===== src/rtl/captura_jogada_if.sv =====
// Play-capture bus between the button front end and the game control unit.
interface captura_jogada_if #(
  parameter int unsigned N_BOTOES = 4
);
  logic [N_BOTOES-1:0] botoes;
  logic                habilita;
  logic                zera_jogada;
  logic [N_BOTOES-1:0] jogada;
  logic                jogada_feita;
  logic                jogada_invalida;
  logic                botao_ativo;
  logic [2:0]          db_estado;

  modport master (
    output botoes, habilita, zera_jogada,
    input  jogada, jogada_feita, jogada_invalida, botao_ativo, db_estado
  );

  modport slave (
    input  botoes, habilita, zera_jogada,
    output jogada, jogada_feita, jogada_invalida, botao_ativo, db_estado
  );
endinterface


===== src/rtl/captura_jogada.sv =====
// Synchronises and debounces the raw buttons and hands one clean one-hot play
// per physical press to the game control unit while the play window is open.
module captura_jogada #(
  parameter int unsigned N_BOTOES        = 4,
  parameter int unsigned DEBOUNCE_CICLOS = 50000,
  parameter int unsigned W_CONT          = 16
) (
  input  logic             clock,
  input  logic             reset,
  captura_jogada_if.slave  io
);

  localparam logic [W_CONT-1:0] CNT_ALVO = W_CONT'(DEBOUNCE_CICLOS);
  localparam logic [W_CONT-1:0] CNT_UM   = W_CONT'(1);

  typedef enum logic [2:0] {
    OCIOSO          = 3'd0,
    DEBOUNCE        = 3'd1,
    ACEITA          = 3'd2,
    INVALIDA        = 3'd3,
    ESPERA_SOLTAR   = 3'd4,
    DEBOUNCE_SOLTAR = 3'd5
  } estado_t;

  estado_t             estado_q;
  logic [N_BOTOES-1:0] sync1_q;
  logic [N_BOTOES-1:0] s_q;
  logic [N_BOTOES-1:0] cap_q;
  logic [N_BOTOES-1:0] jogada_q;
  logic [W_CONT-1:0]   cnt_q;

  logic                s_ativo;
  logic                cnt_fim;
  logic [W_CONT-1:0]   cnt_inc;
  logic                cap_onehot;
  logic                aceita_c;

  assign s_ativo    = (s_q != '0);
  assign cnt_fim    = (cnt_q == CNT_ALVO);
  // Saturating increment so the counter can never wrap back to a small value.
  assign cnt_inc    = (cnt_q == '1) ? cnt_q : cnt_q + CNT_UM;
  assign cap_onehot = (cap_q != '0) && ((cap_q & (cap_q - N_BOTOES'(1))) == '0);
  assign aceita_c   = (estado_q == DEBOUNCE) && io.habilita && (s_q == cap_q)
                      && cnt_fim && cap_onehot;

  always_ff @(posedge clock) begin
    if (!reset) begin
      estado_q <= OCIOSO;
      sync1_q  <= '0;
      s_q      <= '0;
      cap_q    <= '0;
      cnt_q    <= '0;
      jogada_q <= '0;
    end else begin
      sync1_q <= io.botoes;
      s_q     <= sync1_q;

      // A load on the accepting edge wins over a simultaneous clear.
      if (aceita_c)            jogada_q <= cap_q;
      else if (io.zera_jogada) jogada_q <= '0;

      unique case (estado_q)
        OCIOSO: begin
          if (s_ativo && io.habilita) begin
            estado_q <= DEBOUNCE;
            cap_q    <= s_q;
            cnt_q    <= CNT_UM;
          end else if (s_ativo) begin
            estado_q <= ESPERA_SOLTAR;
          end
        end
        DEBOUNCE: begin
          if (!io.habilita || !s_ativo) begin
            estado_q <= OCIOSO;
          end else if (s_q != cap_q) begin
            cap_q <= s_q;
            cnt_q <= CNT_UM;
          end else if (cnt_fim) begin
            estado_q <= cap_onehot ? ACEITA : INVALIDA;
          end else begin
            cnt_q <= cnt_inc;
          end
        end
        ACEITA, INVALIDA: estado_q <= ESPERA_SOLTAR;
        ESPERA_SOLTAR: begin
          if (!s_ativo) begin
            estado_q <= DEBOUNCE_SOLTAR;
            cnt_q    <= CNT_UM;
          end
        end
        DEBOUNCE_SOLTAR: begin
          if (s_ativo)      estado_q <= ESPERA_SOLTAR;
          else if (cnt_fim) estado_q <= OCIOSO;
          else              cnt_q    <= cnt_inc;
        end
        default: estado_q <= OCIOSO;
      endcase
    end
  end

  assign io.jogada          = jogada_q;
  assign io.jogada_feita    = (estado_q == ACEITA);
  assign io.jogada_invalida = (estado_q == INVALIDA);
  assign io.botao_ativo     = s_ativo;
  assign io.db_estado       = estado_q;

endmodule


===== src/flat_wrapper.sv =====
// flat-port wrapper written by rule: the top's interface ports become plain ports
module captura_jogada_flat 
#(
  parameter int unsigned N_BOTOES        = 4,
  parameter int unsigned DEBOUNCE_CICLOS = 50000,
  parameter int unsigned W_CONT          = 16
)
  (clock, reset, io_botoes, io_habilita, io_zera_jogada, io_jogada, io_jogada_feita, io_jogada_invalida, io_botao_ativo, io_db_estado);
  captura_jogada_if #(.N_BOTOES(N_BOTOES)) io_i ();
  input  logic clock;
  input  logic reset;
  input wire logic [$bits(io_i.botoes)-1:0] io_botoes;
  input wire logic [$bits(io_i.habilita)-1:0] io_habilita;
  input wire logic [$bits(io_i.zera_jogada)-1:0] io_zera_jogada;
  output wire logic [$bits(io_i.jogada)-1:0] io_jogada;
  output wire logic [$bits(io_i.jogada_feita)-1:0] io_jogada_feita;
  output wire logic [$bits(io_i.jogada_invalida)-1:0] io_jogada_invalida;
  output wire logic [$bits(io_i.botao_ativo)-1:0] io_botao_ativo;
  output wire logic [$bits(io_i.db_estado)-1:0] io_db_estado;
  assign io_i.botoes = io_botoes;
  assign io_i.habilita = io_habilita;
  assign io_i.zera_jogada = io_zera_jogada;
  assign io_jogada = io_i.jogada;
  assign io_jogada_feita = io_i.jogada_feita;
  assign io_jogada_invalida = io_i.jogada_invalida;
  assign io_botao_ativo = io_i.botao_ativo;
  assign io_db_estado = io_i.db_estado;
  captura_jogada #(.N_BOTOES(N_BOTOES), .DEBOUNCE_CICLOS(DEBOUNCE_CICLOS), .W_CONT(W_CONT)) u_core (.clock(clock), .reset(reset), .io(io_i));
endmodule

===== config.mk =====
export PLATFORM = sky130hd
export DESIGN_NAME = captura_jogada_flat
export DESIGN_NICKNAME = d
export VERILOG_FILES = /design/src/rtl/captura_jogada_if.sv /design/src/rtl/captura_jogada.sv /design/src/flat_wrapper.sv
export SDC_FILE = /design/constraint.sdc
export NUM_CORES = 1
export LEC_CHECK = 0
export ABC_AREA = 1
export BUFFER_PORTS_ARGS = -buffer_cell sky130_fd_sc_hd__buf_2
export CAP_MARGIN = 20
export CORE_UTILIZATION = 43
export DETAILED_ROUTE_END_ITERATION = 8
export PLACE_DENSITY = 0.68
export SYNTH_ARGS = -nofsm -noshare
export SYNTH_HDL_FRONTEND = slang
export SYNTH_SLANG_ARGS = --single-unit

===== constraint.sdc =====
create_clock -name clock -period 1.72 [get_ports clock]
set_clock_uncertainty 0.2 [all_clocks]
set_input_delay 0.086 -clock clock [delete_from_list [all_inputs] [get_ports clock]]
set_output_delay 0.086 -clock clock [all_outputs]
set_load 0.02 [all_outputs]

==> results.md <==
- Clk slew on worst S/H paths: 0.07 ns
- Post-detail-place hpwl: 4.16 mm
- Largest net degree at the start of global routing: 16
- Warnings from Yosys: 0
- Max Fclk: 582 MHz
- Total CTS buffers: 5
- Site Rows: 26
- Clock sink total: 35
- Grt total ovfl: 0
- Initial DRC count: 172
- Pwr Total: 3040 uW
- Max VDD drop: 636 uV
- Avg Cell Area, Syn: 6.39 sq um
- Synth unique cells: 35
- Drt drc: 0
- Fin. max-slew vios: 0
- Die area: 5560 sq um
- Final Setup Violations: 0
- Post-route setup TNS: 0 ns
- Via density: 4.86
- Worst Max-Slew Pin Slew: 0.305 ns
- Critical path type: reg -> reg
- Synthesized area: 2260 sq um
- Overall routed net length: 5.82 mm
- First-pass GRT wire length: 9.50 mm
- Antenna viol nets, final: 0
- I/O pin total: 18
- Clock Latency Late Sink: 0.29 ns
- Antenna violations before repair: 0
- WL/cell: 11.8 um
- Crit path max fanout: 8
- Die span in y: 74.6 um
- Area contributors post-synth: dfxtp_1 31%, nand2_1 17%, nor2_1 8.3%
- CTS tree: yes
- Setup crit end kind: flip-flop
- Largest area contributor in the netlist: dfxtp_1
- Post-Synthesis Cells: 354
- Final #Nets: 431
- Leading cell types in the layout, fill and taps excluded: 89 x nand2_1, 42 x inv_1, 41 x nor2_1
- Post-synth top area share: 31.0%
- H-tree levels: 2
- Tmin final: 1.72 ns
- Commonest non-fill, non-tap cell in the layout: nand2_1
- Sequential-to-total area share from yosys stat: 31.0%
- Critical path launch point: u_core.s_q[0]
- Routed vias: 2389
- P per Cell Area: 983 nW/um^2
- GRT Total Usage: 22.1%
- Startpoint types: flip-flop
- Vias in the first global route: 2197
- Initial Utilization: 44.6%
- First-pass DRT Iterations: 4
- Synth Register Bits: 35
- Max_slew headroom: 79.6%
- Die X: 74.6 um
- Reg-to-Reg Start: u_core.s_q[0]
- Clk buf depth: 2
- # diodes: 0
- Syn Nets: 364
- Leakage: 0.00138 uW
- Unrepaired setup endpoints after global routing: yes
- Final Cycle Share: 99.9%
- Hold Violations, Final: 0
- Status: finished clean
- Core footprint: 5070 sq um
- Share of layout cells above drive strength 1: 37.0%
- Port buffer count: 17
- Clock tree root buffer cell: clkbuf_8
- Hold Startpoint: io_habilita
- Crit path DAT: 1.70 ns
- Area grow syn2layout: 36.5%
- Routability Congestion: 0.881
- Max-Cap Viols: 0
- Critical Path RT: 1.70 ns
- Worst Hold Class: in -> reg
[layout make-up]
type / instances / area, sq um
clock buffers: 6 / 72.6
multi-input cells: 259 / 1490
well taps: 70 / 87.6
inverters: 57 / 226
fillers: 465 / 1990
flip-flops and latches: 35 / 734
repair buffers: 63 / 468
clock inverters: 2 / 12.5
[report_power, final]
group	internal, uW	switching [uW]
Clock	283	301
Combinational	605	855
Sequential	895	99.0
[logic make-up (layout without fill, tap and decap cells)]
| logic type | Yosys count | after routing | synth area share, % |
|---|---|---|---|
| AO/OA/AOI/OAI | 28 | 28 | 7.52 |
| XOR/XNOR | 3 | 3 | 1.16 |
| buffers and inverters | 60 | 128 | 10.5 |
| AND/OR/NAND/NOR | 226 | 226 | 48.8 |
| adder cells (fa/ha/maj) | 2 | 2 | 1.11 |
| flip-flops | 35 | 35 | 31.0 |
[critical path, cell delays in order (launching register included)]
cell     delay [ns]
dfxtp_4        0.36
nor2_4         0.14
nand2_4        0.09
nand2_4        0.08
nand2_4        0.05
a21oi_4        0.22
buf_6          0.18
nand2_4        0.07
o21ai_2        0.16
a21oi_2        0.06
[registers in the layout (all words and copies together) (netlist names)]
register	count
u_core.s_q	4
u_core.io.jogada	4
u_core.sync1_q	4
u_core.cap_q	4
u_core.io.db_estado	3
u_core.cnt_q	16
[stage by stage]
| stage | area [sq um] | hold slack [ns] | instances | utilization (%) | setup WS, ns |
|---|---|---|---|---|---|
| after floorplan | 2260 | -0.0164 | 354 | - | 0.0879 |
| after global placement | 2650 | 0.0676 | 469 | 52.1 | -0.0265 |
| after detailed placement | 2650 | 0.0709 | 469 | 52.1 | -0.0562 |
| after CTS | 2880 | 0.0498 | 486 | 56.7 | 0.00243 |
| after global routing | 3090 | 0.0795 | 492 | 60.9 | -0.101 |
| final | 3090 | 0.0807 | 492 | 60.9 | 0.00208 |
[synthesized netlist by cell type]
master	n
nand4_4	1
o21ai_1	6
xor2_1	2
nand2_2	4
nand3b_1	1
a31oi_1	1
buf_4	1
nor3_4	1
nor2_2	6
inv_1	45
nand4_1	12
clkinv_1	1
buf_6	1
and3_1	1
nand2_1	101
nor2_4	4
or2_0	1
a21oi_4	1
nor3_2	1
xnor2_1	1
nand3_4	1
nand3_2	4
nor4_1	1
o21ai_4	1
nand3_1	27
nand2_4	6
ha_1	2
nor2_1	50
dfxtp_1	35
buf_2	1
a21oi_1	17
inv_2	11
a21oi_2	1
o21bai_1	1
nor3_1	4
[repair_timing]
action | 4_1_cts | 5_1_grt
buffers inserted | 3 | 6
hold buffers | 6 | 0
pin swaps | 12 | 19
resized for setup | 21 | 56
hold endpoints to repair | 13 | 0
setup endpoints to repair | 20 | 26
[path summary, 6_finish.rpt]
path	endpoint	slack (ns)	cells past startpoint
worst max-delay path	u_core.cnt_q[3]	0.002	9
worst min register to register	u_core.s_q[2]	0.21	2
worst min-delay path	u_core.io.db_estado[1]	0.08	4
worst max register to register	u_core.cnt_q[3]	0.002	9
[per-layer routing]
layer	global-route usage [%]	routed length, um	vias up
li1	-	-	1251
met1	28.1	2620	1093
met2	36.6	2910	33
met3	4.74	168	12
met4	8.39	114	0
met5	0	0	-
Note: power is estimated with default switching activity, not from simulation.
